--- config.mk ---
export PLATFORM = sky130hd
export DESIGN_NAME = fl_multi_flat
export DESIGN_NICKNAME = d
export VERILOG_FILES = /design/src/rtl/fl_multi_if.sv /design/src/rtl/fl_multi.sv /design/src/flat_wrapper.sv
export SDC_FILE = /design/constraint.sdc
export NUM_CORES = 1
export LEC_CHECK = 0
export ABC_CLOCK_PERIOD_IN_PS = 5100
export CELL_PAD_IN_SITES_DETAIL_PLACEMENT = 0
export CELL_PAD_IN_SITES_GLOBAL_PLACEMENT = 1
export CORE_ASPECT_RATIO = 0.8
export CORE_MARGIN = 2
export CORE_UTILIZATION = 25
export CTS_CLUSTER_SIZE = 12
export DETAILED_ROUTE_END_ITERATION = 6
export GPL_TIMING_DRIVEN = 0
export PLACE_DENSITY = 0.5
export SYNTH_ARGS = -nofsm -noshare
export SYNTH_HDL_FRONTEND = slang
export SYNTH_SLANG_ARGS = --single-unit
--- constraint.sdc ---
create_clock -name clock -period 5.1 [get_ports clock]
set_clock_uncertainty 0.2 [all_clocks]
set_input_delay 0.765 -clock clock [delete_from_list [all_inputs] [get_ports clock]]
set_output_delay 0.765 -clock clock [all_outputs]
set_load 0.005 [all_outputs]
--- src/rtl/fl_multi_if.sv ---
// Allocation/retire/commit bus between the rename stage and the physical-register free list.
interface fl_multi_if #(
  parameter int unsigned NUM_PREGS = 96,
  parameter int unsigned NUM_AREGS = 32,
  parameter int unsigned DISP_W    = 2,
  parameter int unsigned RET_W     = 2,
  parameter int unsigned TAG_W     = 7
);
  localparam int unsigned D  = NUM_PREGS - NUM_AREGS;
  localparam int unsigned CW = $clog2(D + 1);
  localparam int unsigned MW = (DISP_W > RET_W) ? DISP_W : RET_W;
  localparam int unsigned NW = $clog2(MW + 1);

  logic [NW-1:0]           dispatch_num;
  logic [NW-1:0]           retire_num;
  logic [RET_W*TAG_W-1:0]  retire_tags;
  logic [NW-1:0]           commit_alloc_num;
  logic                    flush;
  logic [DISP_W*TAG_W-1:0] alloc_tags;
  logic [DISP_W-1:0]       alloc_valid;
  logic                    fl_stall;
  logic [CW-1:0]           free_cnt;

  modport master (
    output dispatch_num, retire_num, retire_tags, commit_alloc_num, flush,
    input  alloc_tags, alloc_valid, fl_stall, free_cnt
  );

  modport slave (
    input  dispatch_num, retire_num, retire_tags, commit_alloc_num, flush,
    output alloc_tags, alloc_valid, fl_stall, free_cnt
  );
endinterface

--- src/rtl/fl_multi.sv ---
// Multi-ported circular free list of physical register tags with speculative
// allocation, commit tracking and flush rollback to the committed head.
module fl_multi #(
  parameter int unsigned NUM_PREGS = 96,
  parameter int unsigned NUM_AREGS = 32,
  parameter int unsigned DISP_W    = 2,
  parameter int unsigned RET_W     = 2,
  parameter int unsigned TAG_W     = 7
) (
  input logic       clock,
  input logic       reset,
  fl_multi_if.slave fl
);
  localparam int unsigned D  = NUM_PREGS - NUM_AREGS;
  localparam int unsigned CW = $clog2(D + 1);
  localparam int unsigned MW = (DISP_W > RET_W) ? DISP_W : RET_W;
  localparam int unsigned NW = $clog2(MW + 1);
  localparam int unsigned PW = (D > 1) ? $clog2(D) : 1;

  logic [TAG_W-1:0] entry [D];
  logic [PW-1:0]    head;
  logic [PW-1:0]    chead;
  logic [PW-1:0]    tail;
  logic [CW-1:0]    count;
  logic [CW-1:0]    spec_cnt;

  logic                    grant;
  logic [NW-1:0]           granted_num;
  logic [DISP_W*TAG_W-1:0] alloc_tags_c;
  logic [DISP_W-1:0]       alloc_valid_c;
  logic                    fl_stall_c;

  // Pointer advance modulo D; a single conditional subtract covers any step below D.
  function automatic logic [PW-1:0] ptr_add(input logic [PW-1:0] p, input logic [NW-1:0] n);
    logic [PW:0] s;
    s = {1'b0, p} + (PW+1)'(n);
    if (s >= (PW+1)'(D)) s = s - (PW+1)'(D);
    return s[PW-1:0];
  endfunction

  // Grant decision and same-cycle tag presentation from start-of-cycle state.
  always_comb begin
    grant         = 1'b0;
    granted_num   = '0;
    alloc_tags_c  = '0;
    alloc_valid_c = '0;
    fl_stall_c    = 1'b0;
    if (!reset && fl.dispatch_num != '0) begin
      if (!fl.flush && CW'(fl.dispatch_num) <= count) grant = 1'b1;
      fl_stall_c = !grant;
    end
    if (grant) begin
      granted_num = fl.dispatch_num;
      for (int unsigned k = 0; k < DISP_W; k++) begin
        if (NW'(k) < fl.dispatch_num) begin
          alloc_tags_c[k*TAG_W +: TAG_W] = entry[ptr_add(head, NW'(k))];
          alloc_valid_c[k]               = 1'b1;
        end
      end
    end
  end

  assign fl.alloc_tags  = alloc_tags_c;
  assign fl.alloc_valid = alloc_valid_c;
  assign fl.fl_stall    = fl_stall_c;
  assign fl.free_cnt    = count;

  // Retired tags land at the tail; they are only visible to allocation next cycle.
  always_ff @(posedge clock) begin
    if (reset) begin
      for (int unsigned i = 0; i < D; i++) entry[i] <= TAG_W'(NUM_AREGS + i);
    end else begin
      for (int unsigned k = 0; k < RET_W; k++) begin
        if (NW'(k) < fl.retire_num)
          entry[ptr_add(tail, NW'(k))] <= fl.retire_tags[k*TAG_W +: TAG_W];
      end
    end
  end

  // Pointer and counter state; flush rewinds head to the post-commit chead.
  always_ff @(posedge clock) begin
    if (reset) begin
      head     <= '0;
      chead    <= '0;
      tail     <= '0;
      count    <= CW'(D);
      spec_cnt <= '0;
    end else begin
      tail  <= ptr_add(tail, fl.retire_num);
      chead <= ptr_add(chead, fl.commit_alloc_num);
      if (fl.flush) begin
        head     <= ptr_add(chead, fl.commit_alloc_num);
        count    <= count + spec_cnt - CW'(fl.commit_alloc_num) + CW'(fl.retire_num);
        spec_cnt <= '0;
      end else begin
        head     <= ptr_add(head, granted_num);
        count    <= count - CW'(granted_num) + CW'(fl.retire_num);
        spec_cnt <= spec_cnt + CW'(granted_num) - CW'(fl.commit_alloc_num);
      end
    end
  end

`ifndef SYNTHESIS
  // Protocol violations from the pipeline; the list does not try to recover.
  always_ff @(posedge clock) begin
    if (!reset) begin
      assert (fl.dispatch_num <= NW'(DISP_W));
      assert (fl.retire_num <= NW'(RET_W));
      assert (int'(count) + int'(fl.retire_num) - int'(granted_num) <= int'(D));
      assert (int'(fl.commit_alloc_num) <= int'(spec_cnt) + int'(granted_num));
    end
  end
`endif

endmodule
--- src/flat_wrapper.sv ---
// flat-port wrapper written by rule: the top's interface ports become plain ports
module fl_multi_flat 
#(
  parameter int unsigned NUM_PREGS = 96,
  parameter int unsigned NUM_AREGS = 32,
  parameter int unsigned DISP_W    = 2,
  parameter int unsigned RET_W     = 2,
  parameter int unsigned TAG_W     = 7
)
  (clock, reset, fl_dispatch_num, fl_retire_num, fl_retire_tags, fl_commit_alloc_num, fl_flush, fl_alloc_tags, fl_alloc_valid, fl_fl_stall, fl_free_cnt);
  fl_multi_if #(.NUM_PREGS(NUM_PREGS), .NUM_AREGS(NUM_AREGS), .DISP_W(DISP_W), .RET_W(RET_W), .TAG_W(TAG_W)) fl_i ();
  input logic clock;
  input logic reset;
  input wire logic [$bits(fl_i.dispatch_num)-1:0] fl_dispatch_num;
  input wire logic [$bits(fl_i.retire_num)-1:0] fl_retire_num;
  input wire logic [$bits(fl_i.retire_tags)-1:0] fl_retire_tags;
  input wire logic [$bits(fl_i.commit_alloc_num)-1:0] fl_commit_alloc_num;
  input wire logic [$bits(fl_i.flush)-1:0] fl_flush;
  output wire logic [$bits(fl_i.alloc_tags)-1:0] fl_alloc_tags;
  output wire logic [$bits(fl_i.alloc_valid)-1:0] fl_alloc_valid;
  output wire logic [$bits(fl_i.fl_stall)-1:0] fl_fl_stall;
  output wire logic [$bits(fl_i.free_cnt)-1:0] fl_free_cnt;
  assign fl_i.dispatch_num = fl_dispatch_num;
  assign fl_i.retire_num = fl_retire_num;
  assign fl_i.retire_tags = fl_retire_tags;
  assign fl_i.commit_alloc_num = fl_commit_alloc_num;
  assign fl_i.flush = fl_flush;
  assign fl_alloc_tags = fl_i.alloc_tags;
  assign fl_alloc_valid = fl_i.alloc_valid;
  assign fl_fl_stall = fl_i.fl_stall;
  assign fl_free_cnt = fl_i.free_cnt;
  fl_multi #(.NUM_PREGS(NUM_PREGS), .NUM_AREGS(NUM_AREGS), .DISP_W(DISP_W), .RET_W(RET_W), .TAG_W(TAG_W)) u_core (.clock(clock), .reset(reset), .fl(fl_i));
endmodule
After elaboration in Yosys (flattened, before gate mapping) --
Memories as Yosys holds them, arrays and structs flattened. Cells that the tools add are included.
Cells by class: add/subtract/negate cells 19, multiply operators 0, divide/modulo/power cells 0, magnitude comparators 12, equal/unequal tests 0, shift-type cells 0, mux-type cells 42, bitwise logic cells 0, reduce and logical (&&, ||, !) cells 9
Operators with widths (number):
- 6-bit two-way mux | 18
- 6-bit by 1-bit subtractor with 6-bit output (second input constant) | 7
- 7-bit greater-or-equal comparator (second input constant) | 5
- 7-bit two-way mux | 5
- 6-bit by 2-bit adder with 7-bit output | 3
- 7-bit by 2-bit adder with 7-bit output | 3
- 7-bit by 2-bit subtractor with 7-bit output | 3
- 1-bit two-way mux | 16
- 6-bit by 1-bit adder with 7-bit output (second input constant) | 2
- 6-bit by 7-bit greater-or-equal comparator with 1-bit output (second input constant) | 2
- 14-bit two-way mux | 1
- 7-bit OR reduction | 2
- 1-bit by 2-bit < comparator with 1-bit output (first input constant) | 4
- 7-bit adder | 1
- 2-bit by 7-bit less-or-equal comparator with 1-bit output | 1
- 2-bit two-way mux | 2
- 1-bit logical NOT | 3
- 1-bit logical AND | 2
- 2-bit nonzero test | 1
- 2-bit OR reduction | 1
Storage, ports and cells: bits in registers 32, latch bits 0, memory bits (writable) 448, bits in read-only memories 0, input port bits 23, output and inout port bits 24, word-level logic and storage cells 88, memories kept 1
Memories:
- u_core.entry | depth 64, bits a word 7, read ports 2, clocked after Yosys merged registers in 0, wr ports 64, line fl_multi.sv:20 | logic [TAG_W-1:0] entry [D];

Longest topological paths before layout --
depth after elaboration 10, mapped depth 17, gate-level depth less buffers 17

Least setup slack after synthesis --
No wires, ideal clock.
path kind input-to-reg, start input fl_dispatch_num[1], end register u_core.count[6], in the netlist u_core.fl.free_cnt[6], setup time 0.079 ns, arrival 3.579 ns, required time 4.821 ns, setup slack 1.241 ns, stages on the path 15, path buffers 0, path through ha_1 > nor2b_1 > o2111a_1 > a211oi_2 > and2_1 > ha_1 > inv_1 > ha_1 > fa_1 > a21oi_1 > o21bai_1 > a21oi_1 > o21bai_1 > xor2_1 > a22oi_1
On the way: longest elaborated chain between the ends 9, elaborated cells on any way between the ends 11, those cells by class add/sub (2); order compare (1); mux (5); reduce/logical (3)
Ends and longest elaborated chain:
- from (decl) | line flat_wrapper.sv:14 | input wire logic [$bits(fl_i.dispatch_num)-1:0] fl_dispatch_num;
- 2-bit by 7-bit less-or-equal comparator with 1-bit output | line fl_multi.sv:49 | if (!fl.flush && CW'(fl.dispatch_num) <= count) grant = 1'b1;
- 1-bit logical AND | line fl_multi.sv:49
- 1-bit two-way mux | line fl_multi.sv:49
- 1-bit two-way mux (2 in a row) | line fl_multi.sv:48 | if (!reset && fl.dispatch_num != '0) begin
- 2-bit two-way mux * | line fl_multi.sv:52 | if (grant) begin
- 7-bit by 2-bit subtractor with 7-bit output * | line fl_multi.sv:97 | count <= count - CW'(granted_num) + CW'(fl.retire_num);
- 7-bit by 2-bit adder with 7-bit output * | line fl_multi.sv:97
- 7-bit two-way mux * | line fl_multi.sv:91 | if (fl.flush) begin
- to (signal assigned) | line fl_multi.sv:86 | count <= CW'(D);
- to (signal assigned) | line fl_multi.sv:93 | count <= count + spec_cnt - CW'(fl.commit_alloc_num) + CW'(fl.retire_num);
- to (signal assigned) | line fl_multi.sv:97
- to (decl) | line fl_multi.sv:24 | logic [CW-1:0] count;
Mark *: on every way between the ends. The rest lies on a longest branch, timed or not. The select of a mux whose other input is x is not followed. A chain may end at the register's enable or synchronous reset.

==> flow_metrics.py <==
metrics = {
    "routing": {
        "routed_wl_mm": 172,
        "postRouteAntennaNets": 0,
        "post-route-drc-count": 1,
        "routed_via_density": 6.44,
        "routed-via-count": 25600,
        "dr.first_iter.drc_count": 4688,
        "average_routed_wire_per_standard_cell_um": 43.3,
        "drtPass1Iterations": 7,
    },
    "cts": {
        "cts_max_level": 2,
        "cts_inserted_buffers": 55,
        "clk_pin_slew_ns": 0.06,
        "clk-insertion-delay-late_ns": 0.68,
        "cts-root-buf": "sky130_fd_sc_hd__clkbuf_16",
        "cts_tree": "yes",
        "max_root_sink_buffers": 3,
        "numClockSinks": 480,
    },
    "setup_path": {
        "path_delay_family": "simple AND/OR/NAND/NOR gates",
        "critPathLaunchType": "input pin",
        "cpPeakStageDelay_ns": 1.17,
        "critical_path_buf_inv_count": 2,
        "cp.arrival_ns": 5.37,
        "worst-path-max-fanout": 8,
        "cp_data_required_time_ns": 5.20,
        "timing.setup.critical_path_class": "in -> reg",
        "worstSetupEndpointType": "flip-flop",
        "critical-path-slowest-cell": "sky130_fd_sc_hd__nor2_1",
        "timing.critical_path.cells": "clkdlybuf4s50_1 -> inv_1 -> or3_1 -> nor2_1 -> nand2_1 -> nand3_1",
    },
    "placed_design": {
        "port-buffer-count": 36,
        "dpl.hpwl_mm": 127,
        "gpl.final_weighted_congestion": 1.08,
        "post_placement_setup_slack_ns": -0.809,
        "dpl_cell_area_um2": 31900,
    },
    "timing": {
        "max-slew-margin-rel_pct": -11.0,
        "postLayoutSetupSlackWorst_ns": -0.171,
        "clock.fmax_mhz": 190,
        "grt_setup_unrepaired": "yes",
        "final_period_minus_worst_setup_slack_ns": 5.27,
        "timing.final.setup_violations": 31,
        "timing_hold_violations_final": 0,
        "timing_worst_slew_pin_value_ns": 1.66,
        "layout_worst_path_cycle_share_pct": 103,
        "timing_max_transition_violations_final": 44,
    },
    "power": {
        "p_leak_uw": 0.0101,
        "share_seq_of_total_power_pct": 36.2,
        "power_report.internal_total_uw": 8170,
        "power.switching_fraction_pct": 34.8,
        "irDropWorstVdd_mv": 0.241,
        "clock_power_share_pct": 34.7,
        "power.share.combinational_pct": 29.1,
        "total_switching_power_uw": 4360,
        "p_total_uw": 12500,
        "power_per_cell_area_nw_per_um2": 364,
    },
    "status": {
        "outcome": "complete, but fails checks",
        "failed_checks": "DRC, capacitance limit, slew limit, setup timing",
    },
    "synth": {
        "netlist.area_leader.share_pct": 45.7,
        "post-synth-top-area-cell": "sky130_fd_sc_hd__edfxtp_1",
        "synthCells": 2275,
        "post_synth_instance_area_um2": 29500,
        "fraction_of_registers_with_async_set_reset_pct": 0,
        "ys_seq_area_share_pct": 47.8,
        "syn_nets": 2349,
        "synth-seq-cells": 480,
        "synth-edff-count": 448,
        "primary_flip_flop_cell_chosen_by_synthesis_mapping": "sky130_fd_sc_hd__edfxtp_1",
        "synth.yosys.warnings": 0,
        "synth.top_cells.by_area": "sky130_fd_sc_hd__edfxtp_1 46%, sky130_fd_sc_hd__mux4_2 19%, sky130_fd_sc_hd__a22o_1 4.9%, sky130_fd_sc_hd__a2bb2oi_1 3.5%, sky130_fd_sc_hd__nand2_1 2.7%",
        "syn_avg_cell_area_um2": 13.0,
        "yosysUniqueCellTypes": 71,
    },
    "global_routing": {
        "grt_util_met1_pct": 37.6,
        "first_pass_grt_wire_length_mm": 225,
        "first_global_vias": 24200,
        "initial_antenna_violation_count": 15,
        "grt_remaining_overflow": 0,
        "grt-busiest-layer": "met1",
        "grt_use_met3_pct": 12.5,
        "grtUsageTotal_pct": 27.8,
        "grt.met2_usage_pct": 37.4,
        "grt_start_max_net_pins": 15,
    },
    "run": {
        "drv_cap": 7,
    },
    "floorplanning": {
        "core_area_um2": 117000,
        "initial_utilization_pct": 25.2,
        "design.die.area_um2": 121000,
        "io-pin-count": 47,
        "die_span_in_y_um": 311,
        "die_x_um": 388,
        "rows": 112,
    },
    "layout": {
        "finish.net_count": 2451,
        "share_of_post_route_cells_with_drive_strength_above_1_pct": 20.5,
        "fillerInstances": 11700,
        "syn_to_final_growth_pct": 16.8,
        "final_design_area_no_fill_um2": 34400,
    },
    "min_path": {
        "worstHoldPathType": "reg -> reg",
    },
}
[flip-flops by register name, indices dropped and copies added, names as in the netlist]
register / flops
u_core.tail: 6
u_core.chead: 6
u_core.fl.free_cnt: 7
u_core.head: 6
u_core.entry: 448
u_core.spec_cnt: 7
[tightest hold or removal path, stage by stage, from the launching register on]
cell and delay, ns:
sky130_fd_sc_hd__dfxtp_1 0.32, sky130_fd_sc_hd__xor2_1 0.06, sky130_fd_sc_hd__nor2_1 0.13
[what timing repair did]
action                                  in CTS  in global routing
pin swaps                                    0                  1
endpoints found under the setup margin      13                 12
endpoints found under the hold margin        0                  0
hold buffers                                 0                  0
resized for setup                          133                 29
setup buffers                                0                  1
[power groups by stage]
stage	Clock (uW)	Combinational, uW	Sequential (uW)
2_1_floorplan	0	1900	4570
6_report	4340	3640	4540
3_3_place_gp	0	3340	4610
4_1_cts	4330	3470	4530
5_1_grt	4460	3710	4550
3_5_place_dp	0	3340	4620
[synthesized netlist by cell type, drive strengths merged (6+ instances only)]
master,count
fa,8
o32a,11
or3,29
and2,6
nand3b,7
a21o,7
mux2i,50
nor2,177
dfxtp,32
a22oi,65
nor3,21
clkbuf,127
nand3,65
o22a,37
o22ai,57
mux4,250
and3,7
o21ai,32
a21oi,40
ha,43
a2bb2oi,118
nand2,209
xor2,17
inv,56
edfxtp,448
a22o,165
o21a,6
buf,82
nor2b,16
xnor2,20
[area by class of cell]
class / count / area, um^2 / area share (%)
multi-input combinational: 1529 / 14600 / 42.5
sequential: 480 / 14100 / 41.0
tap: 1539 / 1930 / 5.60
clock buffer: 70 / 1450 / 4.23
buffer: 208 / 1160 / 3.39
timing repair buffer: 46 / 505 / 1.47
clock inverter: 32 / 407 / 1.18
inverter: 57 / 214 / 0.622
antenna: 5 / 12.5 / 0.0364
[final timing paths]
path               startpoint                   to  slack, ns  cells past startpoint
max          fl_retire_num[1]  u_core.entry[15][1]      -0.17                      6
min           u_core.chead[5]      u_core.chead[5]       0.37                      2
max reg2reg    u_core.tail[0]  u_core.entry[14][5]       0.66                      7
min reg2reg   u_core.chead[5]      u_core.chead[5]       0.37                      2
[kinds of logic (layout without fill, tap and decap cells)]
logic type / Yosys count / in the layout / synth area share [%]
multiplexers: 302 / 302 / 20.9
XOR/XNOR: 37 / 37 / 1.10
adder cells (fa/ha/maj): 52 / 52 / 2.41
buffers and inverters: 266 / 413 / 3.90
AO/OA/AOI/OAI: 575 / 575 / 15.4
other: 0 / 5 / 0
flip-flops: 480 / 480 / 47.8
AND/OR/NAND/NOR: 563 / 563 / 8.46
[metal layers]
| layer | vias up | part of all wire [%] |
|---|---|---|
| met5 | - | 0.094 |
| met4 | 14 | 5.1 |
| met3 | 454 | 15 |
| met2 | 2358 | 39 |
| met1 | 13300 | 40 |
| li1 | 9451 | - |
[metrics by stage]
step / hold slack, ns / util, % / TNS [ns] / instances
global route: 0.405 / 29.5 / -0.177 / 3961
CTS: 0.371 / 29.3 / -0.0878 / 3959
floorplan: 0.298 / - / 0 / 2275
finish: 0.369 / 29.5 / -2.31 / 3966
detailed placement: 0.354 / 27.3 / -48.01 / 3857
global placement: 0.356 / 27.2 / -278.81 / 3850
[cells in the final DEF, fill, tap and decap left out, types with 19 or more instances in the layout]
cell,Yosys,final
sky130_fd_sc_hd__o22ai_1,57,56
sky130_fd_sc_hd__inv_1,53,53
sky130_fd_sc_hd__a21oi_1,37,31
sky130_fd_sc_hd__a22oi_1,65,65
sky130_fd_sc_hd__mux2i_1,50,30
sky130_fd_sc_hd__clkdlybuf4s50_1,0,36
sky130_fd_sc_hd__buf_6,5,25
sky130_fd_sc_hd__or3_1,29,29
sky130_fd_sc_hd__ha_1,43,43
sky130_fd_sc_hd__clkbuf_16,0,56
sky130_fd_sc_hd__o21ai_0,28,27
sky130_fd_sc_hd__mux4_2,250,250
sky130_fd_sc_hd__a2bb2oi_1,117,117
sky130_fd_sc_hd__nor2_1,174,172
sky130_fd_sc_hd__dfxtp_1,32,32
sky130_fd_sc_hd__clkbuf_1,127,130
sky130_fd_sc_hd__nand3_1,64,62
sky130_fd_sc_hd__nand2_1,209,208
sky130_fd_sc_hd__buf_4,12,19
sky130_fd_sc_hd__buf_2,46,21
sky130_fd_sc_hd__a22o_1,165,165
sky130_fd_sc_hd__o22a_1,37,37
sky130_fd_sc_hd__edfxtp_1,448,448
(Power assumes the default switching activity.)
